<file path="src/rtl/icache_fetch_responder.sv">
// Fetch-side instruction responder backed by a small fully associative line buffer with miss refill.
// Optional macro ICACHE_MISALIGN_CHECK_EN raises an address-misaligned exception for vaddr[1:0] != 0.
module icache_fetch_responder #(
    parameter int NUM_LINES = 4
) (
    input  logic         clk_i,
    input  logic         rst_i,
    input  logic         req_valid_i,
    input  logic [39:0]  req_vaddr_i,
    output logic         req_ready_o,
    input  logic         flush_i,
    output logic         resp_valid_o,
    output logic [31:0]  resp_data_o,
    output logic         resp_ex_valid_o,
    output logic [63:0]  resp_ex_cause_o,
    output logic [63:0]  resp_ex_origin_o,
    output logic         mem_req_valid_o,
    output logic [39:0]  mem_req_addr_o,
    input  logic         mem_req_ready_i,
    input  logic         mem_resp_valid_i,
    input  logic [127:0] mem_resp_data_i,
    input  logic         mem_resp_error_i
);
    localparam int PTR_W = $clog2(NUM_LINES);

    typedef enum logic [1:0] {IDLE, MISS_REQ, MISS_WAIT, KILL} state_e;

    state_e             state_q, state_d;
    logic [NUM_LINES-1:0] valid_q;
    logic [35:0]        tag_q  [NUM_LINES];
    logic [127:0]       line_q [NUM_LINES];
    logic [PTR_W-1:0]   replPtr_q;
    logic [39:0]        vaddr_q, vaddr_d;
    logic               respValid_q, respValid_d;
    logic [31:0]        respData_q, respData_d;
    logic               respExValid_q, respExValid_d;
    logic [63:0]        respExCause_q, respExCause_d;
    logic [63:0]        respExOrigin_q, respExOrigin_d;
    logic               fillEn;
    logic               hit;
    logic [127:0]       hitLine;
    logic               misaligned;
    logic               reqAccept;

    function automatic logic [31:0] selWord(input logic [127:0] line, input logic [1:0] idx);
        logic [31:0] w;
        case (idx)
            2'd0:    w = line[31:0];
            2'd1:    w = line[63:32];
            2'd2:    w = line[95:64];
            default: w = line[127:96];
        endcase
        return w;
    endfunction

    always_comb begin
        hit     = 1'b0;
        hitLine = '0;
        for (int i = 0; i < NUM_LINES; i++) begin
            if (valid_q[i] && (tag_q[i] == req_vaddr_i[39:4])) begin
                hit     = 1'b1;
                hitLine = line_q[i];
            end
        end
    end

    // Ready is also held low while reset is asserted so every output reads 0 in reset.
    assign req_ready_o     = (state_q == IDLE) && !flush_i && !rst_i;
    assign reqAccept       = req_valid_i && req_ready_o;
    assign mem_req_valid_o = (state_q == MISS_REQ);
    assign mem_req_addr_o  = {vaddr_q[39:4], 4'b0000};

    always_comb begin
        state_d        = state_q;
        vaddr_d        = vaddr_q;
        respValid_d    = 1'b0;
        respData_d     = '0;
        respExValid_d  = 1'b0;
        respExCause_d  = '0;
        respExOrigin_d = '0;
        fillEn         = 1'b0;
        misaligned     = 1'b0;
`ifdef ICACHE_MISALIGN_CHECK_EN
        misaligned     = (req_vaddr_i[1:0] != 2'b00);
`endif
        case (state_q)
            IDLE: begin
                if (reqAccept) begin
                    if (misaligned) begin
                        respValid_d    = 1'b1;
                        respExValid_d  = 1'b1;
                        respExCause_d  = 64'd0;
                        respExOrigin_d = {24'b0, req_vaddr_i};
                    end else if (hit) begin
                        respValid_d = 1'b1;
                        respData_d  = selWord(hitLine, req_vaddr_i[3:2]);
                    end else begin
                        vaddr_d = req_vaddr_i;
                        state_d = MISS_REQ;
                    end
                end
            end
            MISS_REQ: begin
                // A flush coinciding with the handshake still has a response in flight to swallow.
                if (flush_i) begin
                    state_d = mem_req_ready_i ? KILL : IDLE;
                end else if (mem_req_ready_i) begin
                    state_d = MISS_WAIT;
                end
            end
            MISS_WAIT: begin
                if (mem_resp_valid_i) begin
                    state_d = IDLE;
                    if (!flush_i) begin
                        respValid_d = 1'b1;
                        if (mem_resp_error_i) begin
                            respExValid_d  = 1'b1;
                            respExCause_d  = 64'd1;
                            respExOrigin_d = {24'b0, vaddr_q};
                        end else begin
                            fillEn     = 1'b1;
                            respData_d = selWord(mem_resp_data_i, vaddr_q[3:2]);
                        end
                    end
                end else if (flush_i) begin
                    state_d = KILL;
                end
            end
            KILL: begin
                if (mem_resp_valid_i) begin
                    state_d = IDLE;
                end
            end
            default: state_d = IDLE;
        endcase
    end

    always_ff @(posedge clk_i or posedge rst_i) begin
        if (rst_i) begin
            state_q        <= IDLE;
            vaddr_q        <= '0;
            respValid_q    <= 1'b0;
            respData_q     <= '0;
            respExValid_q  <= 1'b0;
            respExCause_q  <= '0;
            respExOrigin_q <= '0;
        end else begin
            state_q        <= state_d;
            vaddr_q        <= vaddr_d;
            respValid_q    <= respValid_d;
            respData_q     <= respData_d;
            respExValid_q  <= respExValid_d;
            respExCause_q  <= respExCause_d;
            respExOrigin_q <= respExOrigin_d;
        end
    end

    // Flush invalidates every line but deliberately leaves the replacement pointer alone.
    always_ff @(posedge clk_i or posedge rst_i) begin
        if (rst_i) begin
            valid_q   <= '0;
            replPtr_q <= '0;
            for (int i = 0; i < NUM_LINES; i++) begin
                tag_q[i]  <= '0;
                line_q[i] <= '0;
            end
        end else begin
            if (flush_i) begin
                valid_q <= '0;
            end else if (fillEn) begin
                valid_q[replPtr_q] <= 1'b1;
            end
            if (fillEn) begin
                tag_q[replPtr_q]  <= vaddr_q[39:4];
                line_q[replPtr_q] <= mem_resp_data_i;
                replPtr_q         <= replPtr_q + 1'b1;
            end
        end
    end

    assign resp_valid_o     = respValid_q;
    assign resp_data_o      = respData_q;
    assign resp_ex_valid_o  = respExValid_q;
    assign resp_ex_cause_o  = respExCause_q;
    assign resp_ex_origin_o = respExOrigin_q;

endmodule

</file>
<file path="config.mk">
export PLATFORM = sky130hd
export DESIGN_NAME = icache_fetch_responder
export DESIGN_NICKNAME = d
export VERILOG_FILES = /design/src/rtl/icache_fetch_responder.sv
export SDC_FILE = /design/constraint.sdc
export NUM_CORES = 2
export LEC_CHECK = 0
export ABC_AREA = 1
export CAP_MARGIN = 20
export CORE_MARGIN = 4
export CORE_UTILIZATION = 55
export CTS_CLUSTER_SIZE = 8
export DETAILED_ROUTE_END_ITERATION = 10
export PLACE_DENSITY = 0.77
export SETUP_SLACK_MARGIN = 0.05
export SYNTH_ARGS = -nofsm -noshare
export SYNTH_HDL_FRONTEND = slang
export SYNTH_SLANG_ARGS = --single-unit
</file>
<file path="constraint.sdc">
create_clock -name clk_i -period 29.3 [get_ports clk_i]
set_clock_uncertainty 0.2 [all_clocks]
set_input_delay 2.93 -clock clk_i [delete_from_list [all_inputs] [get_ports clk_i]]
set_output_delay 2.93 -clock clk_i [all_outputs]
set_load 0.005 [all_outputs]
</file>
# Yosys cells after proc, flatten, opt, wreduce, memory -nomap -nowiden

Cells that the tools add are included.

Flip-flop bits (word level): 866
Logic and storage cells: 114

$add $sub $neg: 1
$lt $le $gt $ge: 4
Equal/unequal tests: 16
Mux-type cells: 56
Bitwise gates (word level): 3
Reduce and logical (&&, ||, !) cells: 17

Operators with widths:

| operator                                             | number |
|---|---|
| two-way mux 128 bit                                  | 5 |
| bitwise mux 512 bit                                  | 1 |
| demux 128 bit (select 2 bit)                         | 1 |
| one-hot mux 32 bit (3 select lines)                  | 2 |
| two-way mux 32 bit                                   | 5 |
| two-way mux 40 bit                                   | 4 |
| bitwise mux 144 bit                                  | 1 |
| equality test 36 bit                                 | 4 |
| demux 36 bit (select 2 bit)                          | 1 |
| one-hot mux 32 bit (2 select lines)                  | 1 |
| two-way mux 36 bit                                   | 1 |
| two-way mux 1 bit                                    | 21 |
| two-way mux 2 bit                                    | 8 |
| logical AND 1 bit                                    | 9 |
| equality test 2 bit (second input constant)          | 4 |
| two-way mux 4 bit                                    | 2 |
| one-hot mux 2 bit (4 select lines)                   | 1 |
| equality test 2 x 1 -> 1 bit (second input constant) | 3 |
| zero test 2 bit                                      | 3 |
| != test 2 bit (second input constant)                | 3 |
| AND reduction 5 bit                                  | 1 |
| bitwise OR 4 bit                                     | 1 |
| >= comparator 3 bit (second input constant)          | 1 |
| < comparator 2 x 3 -> 1 bit (second input constant)  | 1 |
| 12 further kinds                                     | 13 |

# Depth between registers and ports, before layout

Word-level depth: 10
Depth in mapped cells: 21
Depth with buffers taken out: 19

# Least setup slack after synthesis

No wires, ideal clock.

Path kind: input to output
From: input port flush_i
To: output port req_ready_o
Data arrival time: 3.478 ns
Slack: 22.692 ns
Stages on the path: 2
Buffers on the path: 1
Path through: clkbuf_1 -> nor4_1

Longest elaborated chain between the ends: 3

RTL lines:

| what                            | line | text |
|---|---|---|
| from (decl)                     | 11   | `input logic flush_i,` |
| zero test 1 bit                 | -    |  |
| logical AND 1 bit (2 in series) | 68   | `assign req_ready_o = (state_q == IDLE) && !flush_i && !rst_i;` |
| to (decl)                       | 10   | `output logic req_ready_o,` |

No other way between the ends.

# Worst setup path in the final report

From: input port req_vaddr_i[39]
To: register vaddr_q[5]

Longest elaborated chain between the ends: 8
Elaborated cells on any way between the ends: 14
Classes of those cells: eq/ne (4); mux (4); bitwise (1); reduce/logical (5)

RTL lines:

| what                            | line | text |
|---|---|---|
| from (decl)                     | 9    | `input logic [39:0] req_vaddr_i,` |
| equality test 36 bit            | 60   | `if (valid_q[i] && (tag_q[i] == req_vaddr_i[39:4])) begin` |
| logical AND 1 bit               | 60   |  |
| two-way mux 1 bit (3 in series) | 60   |  |
| two-way mux 1 bit *             | 60   |  |
| NOT 1 bit (no line) *           | -    |  |
| AND reduction 3 bit (no line) * | -    |  |
| to (signal assigned)            | 149  | `vaddr_q <= vaddr_d;` |
| to (decl)                       | 33   | `logic [39:0] vaddr_q, vaddr_d;` |

Every way passes the cells marked *; elsewhere a longest branch is shown, timed or not.
A chain may end at the register's enable or synchronous reset.

==> impl_results.md <==
* Status: completed
* Max FO, Critical Path at 47
* Slowest cell on the critical path: clkinv_2
* Relative slew margins at 22.5%
* Register area share after synthesis at 49.5%
* Total GRT Usage at 34.6%
* Root buffer cell: clkbuf_16
* Leakage power at 22.6 nW
* Multiplexer area fraction after synthesis at 0%
* Via Count at 36000
* Yosys Warn Count at 0
* Sequential cell area at 19500 µm²
* Bufs on Longest Clock Path at 3
* Flops & latches, synth at 778
* Global-route wire length before repair at 201000 µm
* CTS clk-pin slew, worst paths at 0.05 ns
* Post-synth EDFFs at 0
* Hold path start: line_q[124]
* Initial antenna violation count at 11
* Initial DRT Pass Iterations at 6
* Overflow after GRT at 0
* Fraction of the mapped netlist area in compound gates at 13.3%
* Hold-fix buffers, CTS at 0
* Worst Path Buf+Inv at 4
* Simple-Gate Fraction of Synth Area at 25.1%
* Endpoints failing hold at 0
* Max VDD drop at 58.3 µV
* Cell mode on critical path: nand2_1
* Fin cells at 6304
* Req. time, crit path at 29.62 ns
* Fin crit share at 26.9%
* XOR/XNOR share of the synthesized area at 0.958%
* Fmax achieved at 127 MHz
* Setup Fix Bufs, Post-CTS at 0
* DR vias/cell at 5.71
* Synth Area in Adders at 0.127%
* Synthesized area at 39300 µm²
* Layout cells sized above 1 at 3.94%
* Post-DR wirelength/cell at 21.1 µm
* # setup viols final at 0
* Worst setup SP type: input pin
* Final Cell Area at 44700 µm²
* Ports at 379
* Min Hold Slack at 0.279 ns
* Pwr dens at 83.8 nW/µm²
* Max Cap Viol at 0
* Pins Over Slew Limit at 0
* CP delay by family, top: simple AND/OR/NAND/NOR gates
* Die Wd at 275 µm
* CTS tree: built
* Area Growth Syn to Fin at 13.8%
* Cell taking the most area after synthesis: dfrtp_1
* Placed cell count at 6177
* Synth Flop Type: dfrtp_1
* Final wirelength at 133000 µm
* Worst r2r src: tag_q[66]
* Arr. time, crit path at 8.19 ns
* Clk_lat worst skew at 0.67 ns
* Slew @ Worst Pin at 1.16 ns
* First DRT Iteration DRCs at 4712
* Number of global-route vias before repair at 33300
* Hpwl dp at 84900 µm
* CP max stage delay at 1.04 ns
* Critical path class: in2reg
* Yosys top cell area share at 49.5%
* Crit end category: register
* IO buf count at 287
* Row count at 97
* CORE AREA at 70400 µm²
* Largest net degree at the start of global routing at 235
* Worst min path class: reg2reg
* WHS Path Cells at 2
* Reg2Reg Capture Point: vaddr_q[5]
* PnR worst setup slack at 21.43 ns
* Asr flop ratio synth at 100%
* Worst path cell trace: clkdlybuf4s50_1 -> inv_2 -> nand2_1 -> nand2_1 -> nor2_1 -> nand2_1 -> nor2_1 -> nand2_1 -> nor2_4 -> clkinv_2 -> o21ai_1 -> nor2_1 -> nand2_2 -> buf_4 -> o21ai_0
* R2r setup slk at 24.01 ns
* Routed Antenna Nets at 0
* Nets at 5528
* Yosys cell types at 39
* # DRC at 0
* Initial Util at 55.8%
* Multi-input gate area at 16000 µm²
* Avg Inst Size Synth at 7.46 µm²
* Die Y at 275 µm
* # H-tree levels at 3
* Sum Neg Setup Slack at 0 ns
* Fillers at 6157
* Dpl ws at 20.91 ns
* Crit path time final at 7.87 ns
* Hold EP: line_q[124]
* Clock sinks at 778
* RD Place Congestion at 1.08
* Post-CTS Resized at 0
* RSZ-0062 raised after global routing: false
* Top post-synthesis cells by area: dfrtp_1 50%, nand2_1 18%, o21ai_0 9.0%
* Inserted Clock Buffers at 107
* Cell count after synthesis at 5267
* Worst R2R Path Depth at 13
* Die area at 75800 µm²
* DP Area at 41800 µm²
* Dominant combinational cell family by area after synthesis: simple AND/OR/NAND/NOR gates
where the power goes:
group / internal (W) / switching [W] / leakage [nW] / total (W)
logic: 0.000348 / 0.000610 / 10.6 / 0.000957
clock network: 0.000652 / 0.000448 / 1.38 / 0.00110
registers: 0.00144 / 0.000248 / 10.6 / 0.00169
layout by cell type (no fill, tap or decap), types with 2 or more instances in the layout:
| cell type | n |
|---|---|
| a21oi_1 | 208 |
| and2_1 | 2 |
| buf_12 | 7 |
| buf_4 | 31 |
| clkbuf_1 | 2 |
| clkbuf_16 | 108 |
| clkdlybuf4s50_1 | 287 |
| conb_1 | 91 |
| dfrtp_1 | 778 |
| diode_2 | 8 |
| ha_1 | 4 |
| inv_1 | 520 |
| inv_2 | 12 |
| inv_6 | 3 |
| nand2_1 | 1890 |
| nand2_2 | 3 |
| nand2_4 | 5 |
| nand3_1 | 308 |
| nand3_2 | 2 |
| nand3b_1 | 7 |
| nand4_1 | 30 |
| nor2_1 | 161 |
| nor2_2 | 3 |
| nor2_4 | 7 |
| nor3_1 | 17 |
| nor4_1 | 4 |
| o2111ai_1 | 32 |
| o211ai_1 | 33 |
| o21ai_0 | 710 |
| o21ai_1 | 5 |
| o22ai_1 | 6 |
| or2_2 | 21 |
| xnor2_1 | 23 |
| xor2_1 | 20 |
routing by layer:
layer	up-vias	wire length (µm)	global-route usage (%)
li1	16600	-	-
met5	-	47	0
met4	6	4570	11.9
met3	284	16900	10.5
met1	17100	55000	50.7
met2	2059	56400	49.1
through the flow:
stage | total power [W] | util, %
after floorplan | 0.00225 | -
after global placement | 0.00258 | 59.4
after detailed placement | 0.00261 | 59.4
after CTS | 0.00372 | 63.4
after global routing | 0.00396 | 63.5
final | 0.00375 | 63.5
flip-flops by register name, indices dropped and copies added (netlist names):
name and flops:
state_q 2, valid_q 4, resp_ex_cause_o 1, resp_ex_origin_o 40, resp_data_o 32, line_q 512
tag_q 144, resp_valid_o 1, vaddr_q 40, replPtr_q 2
worst min-delay path, cell delays in order, from the launching register on:
cell	delay [ns]
dfrtp_1	0.34
nand2_1	0.05
o21ai_0	0.06
worst max-delay path by stage:
| stage | slack [ns] | cells past startpoint | startpoint | to |
|---|---|---|---|---|
| after floorplan | 4.33 | 1 | rst_i | line_q[0] |
| final | 21.43 | 15 | req_vaddr_i[39] | vaddr_q[5] |
| after global placement | 21.02 | 16 | req_vaddr_i[13] | vaddr_q[6] |
| after global routing | 21.22 | 16 | req_vaddr_i[11] | vaddr_q[4] |
| after CTS | 21.52 | 3 | flush_i | req_ready_o |
| after detailed placement | 20.91 | 15 | req_vaddr_i[10] | vaddr_q[15] |
area by class of cell:
type	instances	area share [%]
Multi-Input combinational cell	3602	35.7
Clock inverter	6	0.207
Clock buffer	110	6.06
Inverter	534	4.50
Timing Repair Buffer	326	7.32
Tap cell	940	2.63
Antenna cell	8	0.0448
Sequential cell	778	43.5
kinds of logic (layout without fill, tap and decap cells):
logic type / Yosys count / count (layout)
flops: 778 / 778
fa+ha+maj: 4 / 4
simple gates: 2464 / 2464
xor+xnor: 43 / 43
other cells: 1 / 99
compound gates: 1000 / 1000
buf+inv: 977 / 976
cells in the mapped netlist, types with 2 or more instances:
cell type,count
nand4_1,30
nand2_2,3
nand3b_1,7
o22ai_1,6
buf_4,144
o21ai_1,5
clkbuf_1,203
nor2_4,2
inv_1,521
nor2_1,168
buf_2,79
o2111ai_1,32
nand3_1,310
nor4_1,4
xor2_1,20
inv_2,13
a21oi_1,208
xnor2_1,23
ha_1,4
dfrtp_1,778
and2_1,3
or2_2,21
o21ai_0,710
nor3_1,17
o211ai_1,33
buf_1,16
nand2_1,1895
(Power assumes the default switching activity.)
